$ cat config.mk
export PLATFORM = sky130hd
export DESIGN_NAME = serial_sub_ctrl
export DESIGN_NICKNAME = d
export VERILOG_FILES = /design/src/rtl/serial_sub_ctrl.sv
export SDC_FILE = /design/constraint.sdc
export NUM_CORES = 1
export LEC_CHECK = 0
export ABC_AREA = 0
export ABC_CLOCK_PERIOD_IN_PS = 3050
export BUFFER_PORTS_ARGS = -buffer_cell sky130_fd_sc_hd__buf_2
export CAP_MARGIN = 20
export CORE_MARGIN = 4
export CORE_UTILIZATION = 48
export DETAILED_ROUTE_END_ITERATION = 12
export PLACE_DENSITY = 0.7
export RECOVER_POWER = 100
export REMOVE_ABC_BUFFERS = 1
export SYNTH_ARGS = -nofsm -noshare
export SYNTH_HDL_FRONTEND = slang
export SYNTH_SLANG_ARGS = --single-unit
$ cat constraint.sdc
create_clock -name clk -period 3.05 [get_ports clk]
set_input_delay 0.305 -clock clk [delete_from_list [all_inputs] [get_ports clk]]
set_output_delay 0.305 -clock clk [all_outputs]
set_load 0.02 [all_outputs]
$ cat src/rtl/serial_sub_ctrl.sv
// serial_sub_ctrl: bit-serial a-b-bin over WIDTH cycles using one full-subtractor stage, LSB first.
// Optional signed overflow flag enabled by defining SERIAL_SUB_OVF_EN.
module serial_sub_ctrl #(
  parameter int WIDTH = 8
) (
  input  logic             clk,
  input  logic             rst_n,
  input  logic             start,
  input  logic [WIDTH-1:0] a,
  input  logic [WIDTH-1:0] b,
  input  logic             bin,
  output logic             busy,
  output logic             done,
  output logic [WIDTH-1:0] diff,
  output logic             bout,
  output logic             ovf
);
  localparam int CW = WIDTH > 1 ? $clog2(WIDTH) : 1;
  typedef enum logic [1:0] {IDLE, RUN, DONE} state_t;
  state_t state;
  logic [WIDTH-1:0] sa, sb, sd;
  logic [WIDTH:0] sd_ext;
  logic [CW-1:0] cnt;
  logic br, d, bo, last;
  assign d = sa[0] ^ sb[0] ^ br;
  assign bo = (~sa[0] & sb[0]) | (~(sa[0] ^ sb[0]) & br);
  assign sd_ext = {d, sd};
  assign last = cnt == CW'(WIDTH - 1);
  always_ff @(posedge clk or negedge rst_n) begin
    if (!rst_n) begin
      state <= IDLE;
      sa <= '0;
      sb <= '0;
      sd <= '0;
      br <= 1'b0;
      cnt <= '0;
      busy <= 1'b0;
      done <= 1'b0;
      diff <= '0;
      bout <= 1'b0;
    end else begin
      done <= 1'b0;
      case (state)
        IDLE: if (start) begin
          sa <= a;
          sb <= b;
          sd <= '0;
          br <= bin;
          cnt <= '0;
          busy <= 1'b1;
          state <= RUN;
        end
        RUN: begin
          sa <= sa >> 1;
          sb <= sb >> 1;
          sd <= sd_ext[WIDTH:1];
          br <= bo;
          cnt <= cnt + 1'b1;
          if (last) begin
            diff <= sd_ext[WIDTH:1];
            bout <= bo;
            done <= 1'b1;
            state <= DONE;
          end
        end
        DONE: begin
          busy <= 1'b0;
          state <= IDLE;
        end
        default: state <= IDLE;
      endcase
    end
  end
`ifdef SERIAL_SUB_OVF_EN
  logic a_msb, b_msb;
  // d on the last RUN edge is the result sign bit
  always_ff @(posedge clk or negedge rst_n) begin
    if (!rst_n) begin
      a_msb <= 1'b0;
      b_msb <= 1'b0;
      ovf <= 1'b0;
    end else if (state == IDLE && start) begin
      a_msb <= a[WIDTH-1];
      b_msb <= b[WIDTH-1];
    end else if (state == RUN && last) begin
      ovf <= (a_msb ^ b_msb) & (a_msb ^ d);
    end
  end
`else
  assign ovf = 1'b0;
`endif
endmodule

* After elaboration in Yosys (flattened, before gate mapping)
Cells that the tools add are included.
W data, S select, Z words.
** Word-level totals
- Register bits :: 41
- Logic and storage cells :: 47
** Operators by class
- Add/sub/neg operators :: 1
- Equal/unequal tests :: 5
- Muxes and demuxes :: 17
- Bitwise logic cells :: 7
- Reductions and logical operators :: 7
** Operators by type and width (count)
- $pmux W8 S2 :: 3
- $mux W8 :: 3
- $reduce_and A2 Y1 :: 4
- $pmux W3 S2 :: 1
- $mux W1 :: 4
- $mux W2 :: 2
- $ne A2 B2 Y1 const B :: 2
- $pmux W1 S2 :: 2
- $pmux W2 S2 :: 1
- $reduce_bool A2 Y1 :: 2
- $add A3 B1 Y3 const B :: 1
- $eq A3 B3 Y1 const B :: 1
- $mux W3 :: 1
- $and A1 B1 Y1 :: 2
- $eq A2 B1 Y1 const B :: 1
- $eq A2 B2 Y1 const B :: 1
- $logic_not A2 Y1 :: 1
- $not A1 Y1 :: 2
- $xor A1 B1 Y1 :: 2
- $or A1 B1 Y1 :: 1

* Depth between registers and ports, before layout
- Depth in word-level cells :: 5
- Mapped depth :: 6

* Worst setup path after synthesis
Ideal clock, no wire load.
- Path kind :: register to register
- Start :: register cnt[0]
- End :: register diff[1]
- Library setup time :: 0.125 ns
- Data arrival time :: 1.300 ns
- Slack :: 1.625 ns
- Stages on the path, launching flop included :: 6
- Buffers on the path :: 1
- Clock period less this slack :: 1.425 ns
- Path through :: dfrtp_1 > ha_1 > ha_1 > nand3b_4 > buf_6 > mux2_4
** On the way
- Longest elaborated chain between the ends :: 2
** RTL lines
- start, declared :: RTL line 23 : logic [CW-1:0] cnt;
- start signal, assigned :: RTL line 58 : cnt <= cnt + 1'b1;
- $eq A3 B3 Y1 :: RTL line 28 : assign last = cnt == CW'(WIDTH - 1);
- $reduce_and A2 Y1 (no source line)
- end signal, assigned :: RTL line 60 : diff <= sd_ext[WIDTH:1];
- end, declared :: RTL line 14 : output logic [WIDTH-1:0] diff,
No other way between the ends.
A chain may end at the register's enable or synchronous reset.

* Final worst setup path
- Start :: register state[0]
- End :: register cnt[1]
** On the way
- Longest elaborated chain between the ends :: 3
- Elaborated cells between the ends (all ways) :: 6
- Those cells by class :: eq/ne: 2; mux: 1; reduce/logical: 3
** RTL lines
- start, declared :: RTL line 20 : state_t state;
- start signal, assigned :: RTL line 31 : state <= IDLE;
- start signal, assigned :: RTL line 51 : state <= RUN;
- start signal, assigned :: RTL line 63 : state <= DONE;
- $eq A2 B1 Y1 or $logic_not A2 Y1 (tied branches) :: RTL line 43 : case (state)
- $reduce_bool A2 Y1 (no source line) or $ne A2 B2 Y1 (tied branches)
- $reduce_and A2 Y1 (no source line)
Several ways; a longest one is shown, not always the timed one.

==> flow_summary.yaml <==
global_routing:
  grt_pass1_vias: 1162
  met3_usage_pct: 5.09
  grt_usage_pct: 15.9
  gr-usage-met1_pct: 22.4
  grt_first_pass_wirelength_um: 5450
  grt_max_degree: 41
  busiest_layer: "met2"
  grt.overflow.total: 0
  grtUsageMet2_pct: 22.8
  antenna_found_initial: 0
routing:
  vias: 1200
  wirelength_um: 3290
  first_iter_violations: 57
  via_per_inst: 5.56
  wire_per_inst_um: 15.2
  drc: 0
  first_pass_iters: 4
  ant_nets: 0
clocking:
  clkLatencyLatePin_ns: 0.35
  cts.sinks: 40
  cts_inserted_buffers: 5
  post_cts_buffers: 0
  htree_levels: 2
  postCtsHoldBufs: 0
  cts-root-buf: "clkbuf_4"
  clk_pin_slew_ns: 0.12
  tritoncts: "yes"
  cts_resized: 0
  clk_path_buf_depth: 2
floorplanning:
  dieArea_sq_um: 4680
  die_y_um: 68.4
  ios: 32
  fp.coreArea_sq_um: 3420
  die_w_um: 68.4
  start_util_pct: 51.2
  rows: 21
sta:
  finalCriticalPeriod_ns: 1.80
  timing.fmax_mhz: 556
  worst_hold_slack_ns: 0.192
  rsz0062_at_grt: "no"
  slew_headroom_pct: -35.6
  fin_crit_sh_pct: 59.0
  finalSetupViolCount: 0
  tightestPinTransition_ns: 2.03
  hold_viol_final: 0
  finalWorstSetupSlack_ns: 1.25
  tns_ns: 0
  slew_violations: 41
  finClkSkew_ns: 0.00549
final_layout:
  syn_to_final_growth_pct: 8.65
  diodes: 0
  fin_util_pct: 55.7
  nFillCells: 318
  final_net_count: 192
  seq_area_sq_um: 1000
  multiInputGateArea_sq_um: 602
  drive_gt1_share_pct: 18.2
logic_synthesis:
  ys_warn_count: 0
  synth_area_leader_cell: "dfrtp_1"
  synthTopCellsByCount: "40 x dfrtp_1, 24 x o22ai_1, 15 x a21oi_1"
  syn_area_sq_um: 1750
  yosys_register_bits: 40
  synth_ff_type: "dfrtp_1"
  synth_edf_count: 0
  synth.avg_cell_area_sq_um: 12.2
  yosys.cell_types.count: 25
  yosysMostFrequentCell: "dfrtp_1"
  yosys.area.top_type_share_pct: 57.2
  synthTopCellsByArea: "dfrtp_1 57%, o22ai_1 8.6%, mux2_4 5.1%, a22o_1 5.0%, a21oi_1 4.3%"
  async_flop_share_pct: 100
  ys_seq_area_share_pct: 57.2
  synth_cells: 143
run_status:
  status: "complete, but fails checks"
  violations: "capacitance limit, slew limit"
worst_setup_path:
  critPathLaunchType: "register"
  critical_path_arrival_ns: 2.09
  required_ns: 3.34
  critical_path.max_fanout: 15
  cp-end-kind: "register"
  critPathKind: "reg2reg"
power:
  powerDensity_nw_per_um2: 1050
  irDropWorstVdd_uv: 420
  leakage_uw: 0.000867
  p_total_uw: 2000
placed_design:
  port_buffers: 30
  dpl_worst_slack_ns: 1.54
  globalplace.congestion: 0.793
  hpwlAfterDp_um: 2270
hold_path:
  hold_class: "in2reg"
job:
  cap_violations: 1
## where the power goes
group	internal [uW]	leakage, uW	switching, uW
clock	175	0.0000418	183
sequential	762	0.000491	171
combinational	311	0.000335	398
total	1250	0.000867	752
## stage by stage
step                std cells  area, sq um
floorplan                 132         1670
global placement          208         1880
detailed placement        208         1880
CTS                       216         1960
global route              216         1900
finish                    216         1900
## area by class of cell
cell class | instances | area share (%)
clock buffer | 5 | 1.97
clock inverter | 3 | 2.43
inverter | 6 | 1.18
multi-input combinational | 86 | 31.6
sequential | 40 | 52.6
tap | 46 | 3.03
timing repair buffer | 30 | 7.11
## kinds of logic after synthesis
| group | share of synthesized area [%] |
|---|---|
| buffers and inverters | 5.86 |
| DFF | 57.2 |
| adders and majority gates | 2.57 |
| AOI/OAI and AO/OA | 22.2 |
| and+or+nand+nor | 5.58 |
| muxes | 6.43 |
| other | 0.214 |
## path summary, 6_finish.rpt
check	startpoint	end	slack, ns	depth (start not counted)
setup / recovery	state[0]$_DFFE_PN0P_	cnt[1]$_DFFE_PN0P_	1.25	3
hold / removal	b[7]	sb[7]$_DFFE_PN0P_	0.19	3
max in group asynchronous	rst_n	br$_DFFE_PN0P_	1.38	1
setup reg to reg	state[0]$_DFFE_PN0P_	cnt[1]$_DFFE_PN0P_	1.25	3
min in group asynchronous	rst_n	sb[7]$_DFFE_PN0P_	0.52	1
hold reg to reg	diff[5]$_DFFE_PN0P_	diff[5]$_DFFE_PN0P_	0.51	1
## routing by layer
| layer | part of all wire [%] | vias to the layer above |
|---|---|---|
| li1 | - | 584 |
| met3 | 4.2 | 7 |
| met2 | 47 | 25 |
| met1 | 47 | 584 |
| met5 | 0 | - |
| met4 | 1.7 | 0 |
## layout by cell type (no fill, tap or decap)
cell / netlist / routed
inv_1: 6 / 6
o21ai_0: 6 / 6
clkbuf_1: 0 / 12
bufinv_16: 0 / 1
buf_2: 4 / 18
inv_6: 0 / 1
clkbuf_4: 0 / 5
conb_1: 1 / 1
nor2b_1: 1 / 1
clkinvlp_4: 0 / 1
nand3b_1: 2 / 3
dfrtp_1: 40 / 40
mux2_2: 2 / 2
a21oi_1: 15 / 15
nand2b_1: 1 / 2
o21bai_1: 1 / 1
ha_1: 2 / 2
a221oi_2: 1 / 1
nor2_1: 4 / 5
mux2_1: 0 / 6
a22o_1: 10 / 10
o22ai_1: 24 / 24
nand2_1: 4 / 4
fa_1: 1 / 1
o221a_2: 2 / 2
## flip-flops by register name (all words and copies together) (netlist names), 2 cells and up
name and cells:
sb 8, state 2, cnt 3, sa 8
sd 7, diff 8
## critical path, stage by stage, from the launching register on
cell and delay (ns):
dfrtp_1 0.54, inv_1 0.30, nor2_1 0.64, a22o_1 0.25
Power figures use the tool's default switching activity.
